===== config.mk =====
export PLATFORM = sky130hd
export DESIGN_NAME = mesh_router_wormhole_output_arb
export DESIGN_NICKNAME = d
export VERILOG_FILES = /design/src/rtl/mesh_router_wormhole_output_arb_pkg.sv /design/src/rtl/mesh_router_wormhole_output_arb_rr_pick.sv /design/src/rtl/mesh_router_wormhole_output_arb.sv
export SDC_FILE = /design/constraint.sdc
export NUM_CORES = 1
export LEC_CHECK = 0
export BUFFER_PORTS_ARGS = -buffer_cell sky130_fd_sc_hd__clkbuf_2
export CAP_MARGIN = 30
export CORE_AREA = 8 8 89 123
export DETAILED_ROUTE_END_ITERATION = 16
export DIE_AREA = 0 0 97 131
export SYNTH_ARGS = -nofsm -noshare
export SYNTH_HDL_FRONTEND = slang
export SYNTH_SLANG_ARGS = --single-unit

===== constraint.sdc =====
create_clock -name clk_i -period 5.39 [get_ports clk_i]
set_clock_uncertainty 0.15 [all_clocks]
set_input_delay 1.078 -clock clk_i [delete_from_list [all_inputs] [get_ports clk_i]]
set_output_delay 1.078 -clock clk_i [all_outputs]
set_load 0.005 [all_outputs]

===== src/rtl/mesh_router_wormhole_output_arb_pkg.sv =====
// Shared router types: wormhole arbiter state and the direction indices used
// by the bench and profiler to name req/yumi bits.
package bsg_mesh_router_pkg;

  typedef enum logic {eIdle, eLocked} wh_arb_state_e;

  // Bit positions of req/yumi vectors; RW/RE exist only with ruche links.
  typedef enum logic [2:0] {P = 3'd0, W, E, N, S, RW, RE} dir_e;

endpackage


===== src/rtl/mesh_router_wormhole_output_arb_rr_pick.sv =====
// Rotating priority encoder: first asserted req at or after ptr, wrapping.
// Purely combinational; returns one-hot, index and an any-request flag.
module mesh_rr_pick #(
  parameter  int width_p = 5,
  localparam int ptr_w   = (width_p > 1) ? $clog2(width_p) : 1
) (
  input  logic [width_p-1:0] req,
  input  logic [ptr_w-1:0]   ptr,
  output logic [width_p-1:0] onehot,
  output logic [ptr_w-1:0]   idx,
  output logic               any
);

  always_comb begin
    onehot = '0;
    idx    = '0;
    any    = 1'b0;
    // Walk from the farthest offset back to ptr so the nearest hit is written last.
    for (int k = width_p - 1; k >= 0; k--) begin
      int j;
      j = int'(ptr) + k;
      if (j >= width_p) j = j - width_p;
      if (req[j]) begin
        onehot    = '0;
        onehot[j] = 1'b1;
        idx       = ptr_w'(j);
        any       = 1'b1;
      end
    end
  end

endmodule


===== src/rtl/mesh_router_wormhole_output_arb.sv =====
// Per-output wormhole scheduler: round-robin on headers, then the port stays
// locked to the winning input until its last body flit has left.
module mesh_router_wormhole_output_arb
  import bsg_mesh_router_pkg::*;
#(
  parameter int dirs_p      = 5,
  parameter int len_width_p = 4
) (
  input  logic                          clk_i,
  input  logic                          reset_n_i,
  input  logic [dirs_p-1:0]             req_i,
  input  logic [dirs_p*len_width_p-1:0] len_i,
  input  logic                          ready_i,
  output logic                          v_o,
  output logic [dirs_p-1:0]             sel_o,
  output logic [dirs_p-1:0]             yumi_o,
  output logic                          locked_o
);

  localparam int ptr_w = (dirs_p > 1) ? $clog2(dirs_p) : 1;

  wh_arb_state_e          state_r;
  logic [ptr_w-1:0]       ptr_r, owner_r;
  logic [len_width_p-1:0] cnt_r;
  logic                   pend_r;

  logic [dirs_p-1:0]      pick_oh, win_oh;
  logic [ptr_w-1:0]       pick_idx, winner, winner_inc;
  logic                   pick_any, held, v, xfer;
  logic [len_width_p-1:0] win_len;

  mesh_rr_pick #(.width_p(dirs_p)) pick (
    .req    (req_i),
    .ptr    (ptr_r),
    .onehot (pick_oh),
    .idx    (pick_idx),
    .any    (pick_any)
  );

  // Once a packet is locked or its header is stalled, the choice is frozen on owner_r.
  always_comb begin
    held       = (state_r == eLocked) | pend_r;
    winner     = held ? owner_r : pick_idx;
    win_oh     = '0;
    win_oh[owner_r] = 1'b1;
    if (!held) win_oh = pick_oh;
    v          = (held ? req_i[owner_r] : pick_any) & reset_n_i;
    xfer       = v & ready_i;
    win_len    = len_i[winner*len_width_p +: len_width_p];
    winner_inc = (winner == ptr_w'(dirs_p - 1)) ? '0 : winner + ptr_w'(1);
  end

  assign v_o      = v;
  assign sel_o    = v    ? win_oh : '0;
  assign yumi_o   = xfer ? win_oh : '0;
  assign locked_o = (state_r == eLocked);

  always_ff @(posedge clk_i or negedge reset_n_i) begin
    if (!reset_n_i) begin
      state_r <= eIdle;
      ptr_r   <= '0;
      owner_r <= '0;
      cnt_r   <= '0;
      pend_r  <= 1'b0;
    end else begin
      case (state_r)
        eIdle: begin
          if (xfer) begin
            pend_r <= 1'b0;
            if (win_len == '0) begin
              ptr_r <= winner_inc;
            end else begin
              state_r <= eLocked;
              owner_r <= winner;
              cnt_r   <= win_len;
            end
          end else if (v) begin
            pend_r  <= 1'b1;
            owner_r <= winner;
          end
        end
        eLocked: begin
          if (xfer && cnt_r != '0) begin
            cnt_r <= cnt_r - len_width_p'(1);
            // Tail leaves: next header is picked next cycle from the advanced pointer.
            if (cnt_r == len_width_p'(1)) begin
              state_r <= eIdle;
              ptr_r   <= winner_inc;
            end
          end
        end
        default: state_r <= eIdle;
      endcase
    end
  end

`ifndef SYNTHESIS
  always_ff @(posedge clk_i) begin
    if (reset_n_i) begin
      assert ($onehot0(yumi_o)) else $error("arb: yumi_o not onehot0");
      assert ($onehot0(sel_o))  else $error("arb: sel_o not onehot0");
      assert (!(pend_r && !req_i[owner_r])) else $error("arb: stalled header request dropped");
      assert (!(|yumi_o) || ready_i) else $error("arb: yumi_o without ready_i");
    end
  end
`endif

endmodule


==> run_results.csv, run 1 <==
group,metric,value,unit
floorplan,fp.dieH,131,um
placement,dp_hpwl,8157,um
synthesis,synth_edf_count,0,
sta,worstMarginPinSlew,0.7004,ns
setup_path,critPathLaunch,"ptr_r[1]$_DFFE_PN0P_",
setup_path,timing.critical_path.buf_inv,2,
clock_network,clk_pin_slew,0.04,ns
floorplan,dieArea,12710,um2
synthesis,synth_top_cell_area_share,0.09596,
final_layout,antenna_cells,0,
setup_path,worst_setup_path_start_kind,"flip-flop",
floorplan,row_count,42,
sta,slew_violations,0,
setup_path,critPathSlowestCell,"fa_1",
sta,tns,0,ns
clock_network,cts.sinks,12,
clock_network,ctsLongestPathBuffers,2,
routing,drc,0,
synthesis,synth_fa_ha_area_frac,0.1024,
synthesis,synth_top_family_by_area,"compound AO/OA/AOI/OAI gates",
hold_path,holdPathEnd,"cnt_r[1]$_DFFE_PN0P_",
global_route,grt_usage,0.1570,
setup_path,cp.arrival,3.88,ns
global_route,grt_max_degree,33,
setup_path,slowest_delay,0.42,ns
floorplan,die_x,97,um
sta,finalCriticalPeriod,5.109,ns
synthesis,ys_types,80,
synthesis,yosys-mux-area-fraction,0.1236,
setup_path,crit_path_cell_trace,"buf_4 > ha_1 > fa_1 > a21bo_1 > xnor2_4 > mux2i_2 > o221ai_2 > a211o_1 > o21a_1 > o21ai_0 > a21oi_1 > o21ai_0 > a22oi_1 > nor2_1 > and2_1 > clkbuf_2",
synthesis,synthTopCellsByCount,"nor2_1 (42), nand2_1 (37), o21ai_0 (29)",
final_layout,area_growth,11.60,%
synthesis,synth_compound_area_frac,0.3063,
routing,vias,3443,
placement,io_buffers,39,
floorplan,start_util,0.3403,
setup_path,r2r-start,"ptr_r[1]$_DFFE_PN0P_",
synthesis,synth.largest_area_cell,"dfrtp_1",
synthesis,synthCells,427,
global_route,grt_pass1_wl,16580,um
sta,rsz0062_at_grt,"no",
synthesis,synthXorXnorAreaFrac,0.02519,
setup_path,worstPathRequired,4.16,ns
synthesis,synth_most_common_cell,"nor2_1",
synthesis,ys_warn_count,0,
placement,placedCellCount,558,
setup_path,critPathKind,"reg -> out",
routing,wl_per_cell,18.53,um
final_layout,drive_gt1_frac,0.2129,
routing,route.antenna.remaining_nets,0,
final_layout,nNetsFinal,506,
placement,dp_slack,0.4501,ns
synthesis,synthesis.area,3129,um2
sta,setup_ws,0.2814,ns
routing,drtPass1Iterations,5,
floorplan,io_pins,40,
global_route,grt_overflow_total,0,
sta,finalSetupViolations,0,
hold_path,holdPathStages,2,
flow_run,drv_cap,0,
sta,slew_headroom,0.5330,
synthesis,async_flop_share,1.000,
setup_path,reg2reg_setup_slack,0.49,ns
synthesis,syn-num-nets,480,
hold_path,hold_start,"cnt_r[1]$_DFFE_PN0P_",
sta,max_freq,195.8,MHz
synthesis,synth.avg_cell_area,7.328,um2
setup_path,crit_path_end_kind,"primary output",
clock_network,cts_buffers,3,
setup_path,rr_endpoint,"cnt_r[0]$_DFFE_PN0P_",
global_route,grt_pass1_vias,3296,
setup_path,reg2regPathDepth,16,
sta,hold_viol_final,0,
setup_path,crit_family,"compound AO/OA/AOI/OAI gates",
outcome,status,"complete, no violations",
floorplan,coreArea,9196,um2
global_route,grt_antenna_before_repair,0,
sta,min_period_over_period,0.9478,
synthesis,synth_simple_gate_area_frac,0.2675,
synthesis,ys_top_cells_by_area,"dfrtp_1 (9.6%), ha_1 (9.6%), mux2i_1 (8.6%)",
setup_path,crit_top_cell,"o21ai_0",
synthesis,seq_area_frac_synth,0.09596,
setup_path,worstPathMaxFanout,19,
final_layout,layout.cells.non_filler,561,
placement,gp_congestion,0.9512,
clock_network,clk_latency,0.24,ns
clock_network,ctsRootBufferMaster,"clkbuf_16",
routing,drt_wl_total,10400,um
synthesis,synth-main-ff-cell,"dfrtp_1",
clock_network,postCtsHoldBufs,0,
hold_path,hold_path_class,"reg -> reg",
synthesis,ys_ff_latch,12,
routing,drt-initial-drc-count,329,
setup_path,path_depth,16,
clock_network,cts_tree,"done",
routing,avgViaCountPerCell,6.137,
clock_network,htreeDepth,1,
[logic make-up (layout without fill, tap and decap cells)]
logic type | after synthesis | in the layout
flip-flops | 12 | 12
XOR/XNOR | 6 | 6
AND/OR/NAND/NOR | 164 | 164
multiplexers | 37 | 37
buffers and inverters | 51 | 75
AO/OA/AOI/OAI | 132 | 132
adder cells (fa/ha/maj) | 25 | 25
[state kept, by name (all words and copies together) (netlist names)]
name / flops
owner_r: 3
ptr_r: 3
locked_o: 1
cnt_r: 4
pend_r: 1
[timing repair]
item / CTS / global route
setup buffers: 0 / 0
gates resized for setup: 0 / 6
endpoints found under the setup margin: 0 / 8
[worst min-delay path, cell delays in order (launching register included)]
cell	delay (ns)
dfrtp_1	0.32
inv_1	0.07
mux2i_1	0.13
[how the worst max path moves through the flow]
stage | endpoint | slack (ns)
floorplan | yumi_o[0] | 0.41
global placement | yumi_o[3] | 0.49
detailed placement | yumi_o[4] | 0.45
CTS | yumi_o[4] | 0.18
global route | yumi_o[1] | 0.05
finish | yumi_o[1] | 0.28
[layer usage]
layer / share of wire / vias to the layer above / GRT usage
li1: - / 1625 / -
met3: 0.054 / 46 / 0.01946
met1: 0.40 / 1605 / 0.1691
met2: 0.49 / 167 / 0.2855
met4: 0.064 / 0 / 0.1017
met5: 0 / - / 0
[cell type report]
cell class / instances / area, um2
clock buffer: 3 / 75.07
fill: 968 / 5704
inverter: 21 / 81.33
multi-input combinational: 364 / 2600
sequential: 12 / 300.3
tap: 110 / 137.6
timing repair buffer: 51 / 297.8
[stage by stage]
step | cell area, um2 | utilization | hold slack, ns
2_1_floorplan | 3129 | - | 0.3601
3_3_place_gp | 3397 | 0.3694 | 0.3872
3_5_place_dp | 3397 | 0.3694 | 0.4128
4_1_cts | 3472 | 0.3776 | 0.4230
5_1_grt | 3492 | 0.3797 | 0.4420
6_report | 3492 | 0.3797 | 0.4162
[cell usage in the layout, fill, tap and decap left out, types with 3 or more instances in the layout]
cell type  synthesis  routed
nor2_1            42      41
clkbuf_2           1      39
nand2_1           37      36
o21ai_0           29      29
mux2i_1           27      25
ha_1              24      24
a21oi_1           21      21
inv_1             18      18
nand3_1           16      16
nor3_1            16      16
dfrtp_1           12      12
buf_4              4      11
nand2b_1          10      10
nor2b_1           10      10
mux2_2             9       9
o21a_1             9       9
a22oi_1            9       9
nand4_1            7       7
a211oi_1           5       5
a31oi_1            5       5
a32oi_1            5       5
and2_1             5       5
o211ai_1           4       4
o221ai_1           4       4
xnor2_1            4       4
nor3b_1            4       4
a21oi_2            3       3
o22ai_1            3       3
o31a_1             3       3
clkbuf_16          0       3
Power of run 1 is not shown: default switching activity piles up to over one toggle a cycle in this logic, so the estimate is an artifact.
==> inputs of run 2 (changes only) <==
--- a/config.mk
+++ b/config.mk
@@ -5,11 +5,13 @@
 export SDC_FILE = /design/constraint.sdc
 export NUM_CORES = 1
 export LEC_CHECK = 0
+export ABC_AREA = 1
 export BUFFER_PORTS_ARGS = -buffer_cell sky130_fd_sc_hd__clkbuf_2
 export CAP_MARGIN = 30
-export CORE_AREA = 8 8 89 123
+export CORE_AREA = 8 8 85 117
 export DETAILED_ROUTE_END_ITERATION = 16
-export DIE_AREA = 0 0 97 131
+export DIE_AREA = 0 0 93 125
+export GPL_TIMING_DRIVEN = 0
 export SYNTH_ARGS = -nofsm -noshare
 export SYNTH_HDL_FRONTEND = slang
 export SYNTH_SLANG_ARGS = --single-unit
==> run_results.csv, run 2 <==
group,metric,value,unit
sta,tns,0,ns
routing,drt-initial-drc-count,176,
sta,max_freq,193.4,MHz
setup_path,worstPathMaxFanout,10,
final_layout,mostFrequentLayoutCell,"nand2_1",
synthesis,synth-main-ff-cell,"dfrtp_1",
synthesis,synthCells,458,
global_route,grt_usage,0.1503,
sta,slew_violations,0,
clock_network,clk_pin_slew,0.05,ns
hold_path,hold_start,"pend_r$_DFFE_PN0P_",
floorplan,fp.dieH,125,um
final_layout,fillCellCount,993,
setup_path,cp.arrival,3.94,ns
synthesis,async_flop_share,1.000,
hold_path,holdPathStages,2,
synthesis,seq_area_frac_synth,0.1085,
floorplan,io_pins,40,
synthesis,synthesis.area,2768,um2
synthesis,synth_edf_count,0,
global_route,grt_overflow_total,0,
clock_network,cts_tree,"done",
sta,finalCriticalPeriod,5.171,ns
final_layout,largest_reg_flops,4,
floorplan,coreArea,8308,um2
sta,slew_headroom,0.4778,
clock_network,ctsLongestPathBuffers,2,
synthesis,ys_warn_count,0,
synthesis,ys_top_cells_by_area,"nand2_1 (16%), dfrtp_1 (11%), ha_1 (11%)",
hold_path,hold_path_class,"reg -> reg",
clock_network,cts.sinks,12,
setup_path,reg2reg_setup_slack,1.05,ns
final_layout,reg.largest.list,"cnt_r x4, owner_r x3, ptr_r x3",
routing,wl_per_cell,14.48,um
synthesis,synthTopCellsByCount,"nand2_1 (121), inv_1 (54), nand3_1 (48)",
sta,rsz0062_at_grt,"no",
hold_path,holdPathEnd,"pend_r$_DFFE_PN0P_",
final_layout,final_cell_mix,"nand2_1 (121), inv_1 (53), nand3_1 (48)",
final_layout,nNetsFinal,559,
setup_path,worst_setup_path_start_kind,"flip-flop",
synthesis,synth.largest_area_cell,"nand2_1",
clock_network,htreeDepth,1,
final_layout,antenna_cells,0,
clock_network,postCtsHoldBufs,0,
setup_path,reg2regPathDepth,25,
synthesis,synth.avg_cell_area,6.043,um2
global_route,grt_pass1_wl,14610,um
final_layout,area_growth,16.37,%
floorplan,row_count,40,
placement,gp_congestion,0.9432,
routing,drc,0,
floorplan,start_util,0.3331,
routing,vias,3195,
setup_path,crit_path_end_kind,"primary output",
synthesis,synth_top_cell_area_share,0.1641,
floorplan,dieArea,11630,um2
global_route,grt_max_degree,14,
routing,route.antenna.remaining_nets,0,
clock_network,cts_buffers,3,
routing,avgViaCountPerCell,5.238,
floorplan,die_x,93,um
final_layout,post-route-util,0.3877,
clock_network,ctsRootBufferMaster,"clkbuf_16",
global_route,grt_pass1_vias,3277,
sta,worstMarginPinSlew,0.7732,ns
placement,dp_hpwl,7285,um
setup_path,rr_endpoint,"ptr_r[2]$_DFFE_PN0P_",
setup_path,critPathKind,"reg -> out",
global_route,grt_antenna_before_repair,0,
synthesis,ys_types,46,
final_layout,drive_gt1_frac,0.2059,
placement,io_buffers,39,
routing,drtPass1Iterations,4,
sta,min_period_over_period,0.9593,
clock_network,clk_latency,0.24,ns
sta,hold_viol_final,0,
sta,finalSetupViolations,0,
setup_path,r2r-start,"ptr_r[1]$_DFFE_PN0P_",
outcome,status,"complete, no violations",
setup_path,worstPathRequired,4.16,ns
synthesis,ys_ff_latch,12,
flow_run,drv_cap,0,
final_layout,top_register,"cnt_r",
synthesis,syn-num-nets,511,
synthesis,synth_most_common_cell,"nand2_1",
routing,drt_wl_total,8835,um
[run 2: cell types whose count changed in the layout (fill, tap and decap cells not counted), sizes merged, moves of 13 or more]
cell,before,now
nand3,16,54
inv,21,59
nor3,16,3
nand2,37,139
mux2i,27,0
[run 2: what timing repair did]
action / CTS / global route
setup endpoints to repair: 0 / 10
buffers inserted: 0 / 4
gates resized for setup: 0 / 4
[run 2: layout make-up]
type	instances	area [um2]	area share
buffer	6	61.31	0.01904
clock buffer	4	88.84	0.02758
inverter	62	244.0	0.07576
multi-input combinational	378	2168	0.6733
sequential	12	301.5	0.09363
tap	105	131.4	0.04079
timing repair buffer	43	225.2	0.06993
[run 2: stage by stage]
step | hold slack, ns | instances | area (um2) | setup slack, ns
3_5_place_dp | 0.3333 | 602 | 3094 | 0.3812
4_1_cts | 0.3447 | 606 | 3183 | 0.1073
3_3_place_gp | 0.3228 | 602 | 3094 | 0.4172
5_1_grt | 0.3802 | 610 | 3221 | 0.03578
6_report | 0.3465 | 610 | 3221 | 0.2194
2_1_floorplan | 0.3037 | 458 | 2768 | 1.270
[run 2: worst max-delay path, stage by stage, from the launching register on]
cell and delay, ns:
dfrtp_2 0.51, clkinvlp_4 0.18, buf_4 0.19, fa_1 0.47, a21boi_4 0.20, o21ai_1 0.42, nor2_1 0.17, o211ai_2 0.14
nand3_4 0.17, nor4_1 0.32, nand3_1 0.15, nand2_1 0.26, nor2_1 0.14, inv_1 0.17, nor2_1 0.07, clkbuf_2 0.11
[run 2: metal layers]
metal / wire [um] / GRT usage
met4: 247 / 0.07048
met2: 4762 / 0.2910
met5: 0 / 0
met3: 314 / 0.01317
met1: 3509 / 0.1537
[run 2: how the worst max path moves through the flow]
stage / startpoint / endpoint / slack, ns / cells past startpoint
3_3_place_gp: ptr_r[1]$_DFFE_PN0P_ / yumi_o[3] / 0.42 / 19
2_1_floorplan: ptr_r[1]$_DFFE_PN0P_ / yumi_o[3] / 1.27 / 19
3_5_place_dp: ptr_r[1]$_DFFE_PN0P_ / yumi_o[3] / 0.38 / 18
4_1_cts: ptr_r[1]$_DFFE_PN0P_ / yumi_o[3] / 0.11 / 18
6_report: ptr_r[1]$_DFFE_PN0P_ / yumi_o[2] / 0.22 / 15
5_1_grt: ptr_r[1]$_DFFE_PN0P_ / yumi_o[2] / 0.04 / 15
[run 2: logic make-up (layout without fill, tap and decap cells)]
family	count (synthesis)	in the layout	share of synthesized area
AO/OA/AOI/OAI	84	84	0.1980
XOR/XNOR	4	4	0.01944
adder cells (fa/ha/maj)	25	25	0.1157
buffers and inverters	68	115	0.1080
flip-flops	12	12	0.1085
AND/OR/NAND/NOR	265	265	0.4503
Power of run 2 is left out for the same reason.
==> inputs of run 3 (changes only) <==
--- a/config.mk
+++ b/config.mk
@@ -5,12 +5,12 @@
 export SDC_FILE = /design/constraint.sdc
 export NUM_CORES = 1
 export LEC_CHECK = 0
-export ABC_AREA = 1
+export ABC_AREA = 0
 export BUFFER_PORTS_ARGS = -buffer_cell sky130_fd_sc_hd__clkbuf_2
 export CAP_MARGIN = 30
-export CORE_AREA = 8 8 85 117
+export CORE_AREA = 8 8 89 123
 export DETAILED_ROUTE_END_ITERATION = 16
-export DIE_AREA = 0 0 93 125
+export DIE_AREA = 0 0 97 131
 export GPL_TIMING_DRIVEN = 0
 export SYNTH_ARGS = -nofsm -noshare
 export SYNTH_HDL_FRONTEND = slang
==> run_results.csv, run 3 (synthesis results as in run 1) <==
group,metric,value,unit
final_layout,area_growth,21.71,%
clock_network,postCtsHoldBufs,0,
setup_path,timing.critical_path.buf_inv,5,
placement,gp_congestion,0.9316,
final_layout,layout.cells.non_filler,593,
routing,drt-initial-drc-count,243,
routing,avgViaCountPerCell,5.963,
sta,slew_headroom,0.5704,
setup_path,worst_setup_path_start_kind,"flip-flop",
final_layout,reg.largest.list,"cnt_r x4, owner_r x3, ptr_r x3",
final_layout,top_register,"cnt_r",
clock_network,htreeDepth,1,
final_layout,fillCellCount,961,
final_layout,mostFrequentLayoutCell,"nor2_1",
sta,holdWs,0.3933,ns
routing,drt_wl_total,10920,um
floorplan,fp.dieH,131,um
global_route,grt_antenna_before_repair,0,
final_layout,nNetsFinal,537,
setup_path,cp.arrival,3.98,ns
setup_path,worstPathRequired,4.16,ns
floorplan,coreArea,9196,um2
setup_path,critPathLaunch,"ptr_r[0]$_DFFE_PN0P_",
placement,io_buffers,37,
setup_path,critPathSlowestCell,"dfrtp_2",
final_layout,antenna_cells,0,
routing,vias,3536,
final_layout,drive_gt1_frac,0.2733,
global_route,grt_overflow_total,0,
placement,dp_slack,-0.5753,ns
clock_network,cts_tree,"done",
global_route,grt_max_degree,14,
setup_path,critPathKind,"reg -> out",
global_route,grt_usage,0.1637,
floorplan,row_count,42,
final_layout,final_cell_mix,"nor2_1 (40), clkbuf_2 (39), nand2_1 (37)",
clock_network,ctsRootBufferMaster,"clkbuf_16",
flow_run,drv_cap,0,
final_layout,largest_reg_flops,4,
setup_path,crit_path_cell_trace,"buf_8 > clkinv_4 > buf_6 > ha_1 > fa_2 > a21bo_1 > buf_6 > xnor2_4 > mux2i_2 > o221ai_4 > a211o_1 > o21a_1 > o21ai_1 > a21oi_1 > o21ai_1 > a22oi_1 > nor2_1 > and2_1 > clkbuf_2",
routing,drc,0,
setup_path,worstPathMaxFanout,12,
routing,wl_per_cell,18.42,um
clock_network,ctsLongestPathBuffers,2,
setup_path,slowest_delay,0.39,ns
floorplan,start_util,0.3403,
setup_path,crit_family,"compound AO/OA/AOI/OAI gates",
setup_path,crit_path_end_kind,"primary output",
sta,worstMarginPinSlew,0.6444,ns
sta,min_period_over_period,0.9659,
final_layout,design_area,3809,um2
routing,route.antenna.remaining_nets,0,
hold_path,hold_path_class,"reg -> reg",
floorplan,io_pins,40,
sta,finalSetupViolations,0,
global_route,grt_pass1_vias,3480,
setup_path,r2r-start,"ptr_r[0]$_DFFE_PN0P_",
clock_network,clk_pin_slew,0.05,ns
floorplan,dieArea,12710,um2
outcome,status,"complete, no violations",
floorplan,die_x,97,um
placement,placedCellCount,574,
clock_network,cts.sinks,12,
clock_network,cts_buffers,3,
sta,max_freq,192.1,MHz
clock_network,clk_latency,0.24,ns
sta,setup_ws,0.1840,ns
placement,placed_area,3452,um2
hold_path,hold_start,"pend_r$_DFFE_PN0P_",
global_route,grt_pass1_wl,17370,um
placement,dp_hpwl,8297,um
sta,finalCriticalPeriod,5.206,ns
routing,drtPass1Iterations,5,
sta,slew_violations,0,
sta,hold_viol_final,0,
[run 3: changes by cell type in the layout (fill, tap and decap cells not counted), sizes merged, moves of 13 or more]
cell | before | now
buf | 9 | 33
mux2i | 0 | 27
nand2 | 139 | 37
nand3 | 54 | 16
nor3 | 3 | 16
inv | 59 | 18
[run 3: path summary, 6_finish.rpt]
kind                                             end  slack (ns)  cells after the start
worst max-delay path                       yumi_o[1]        0.18                     19
worst min-delay path              pend_r$_DFFE_PN0P_        0.39                      2
worst max register to register  ptr_r[1]$_DFFE_PN0P_        0.31                     19
worst min register to register    pend_r$_DFFE_PN0P_        0.39                      2
max in group asynchronous       ptr_r[1]$_DFFE_PN0P_        4.25                      1
min in group asynchronous       cnt_r[1]$_DFFE_PN0P_        0.57                      1
[run 3: cell type report]
class / count / area (um2) / area share
buffer: 29 / 186.4 / 0.04895
clock buffer: 4 / 88.84 / 0.02332
inverter: 21 / 91.34 / 0.02398
multi-input combinational: 364 / 2696 / 0.7080
sequential: 12 / 302.8 / 0.07950
tap: 110 / 137.6 / 0.03614
timing repair buffer: 53 / 305.3 / 0.08016
[run 3: routing by layer]
layer,routed length (um),vias up,track usage
met5,0,-,0
met4,749,0,0.09809
met3,604,50,0.01946
met2,5324,155,0.3039
met1,4243,1646,0.1747
li1,-,1685,-
[run 3: metrics by stage]
stage	TNS, ns	utilization
floorplan	0	-
global placement	-6.504	0.3754
detailed placement	-7.283	0.3754
CTS	0	0.3939
global route	-0.02784	0.4142
finish	0	0.4142
[run 3: what timing repair did]
| item | CTS | global route |
|---|---|---|
| setup buffers | 5 | 11 |
| setup endpoints to repair | 22 | 10 |
| gates resized for setup | 16 | 25 |
| pin swaps | 2 | 3 |
[run 3: worst min-delay path, stage by stage (launching register included)]
cell and delay [ns]:
dfrtp_1 0.35, nor2_1 0.05, a21oi_1 0.10
Power of run 3 is left out for the same reason.
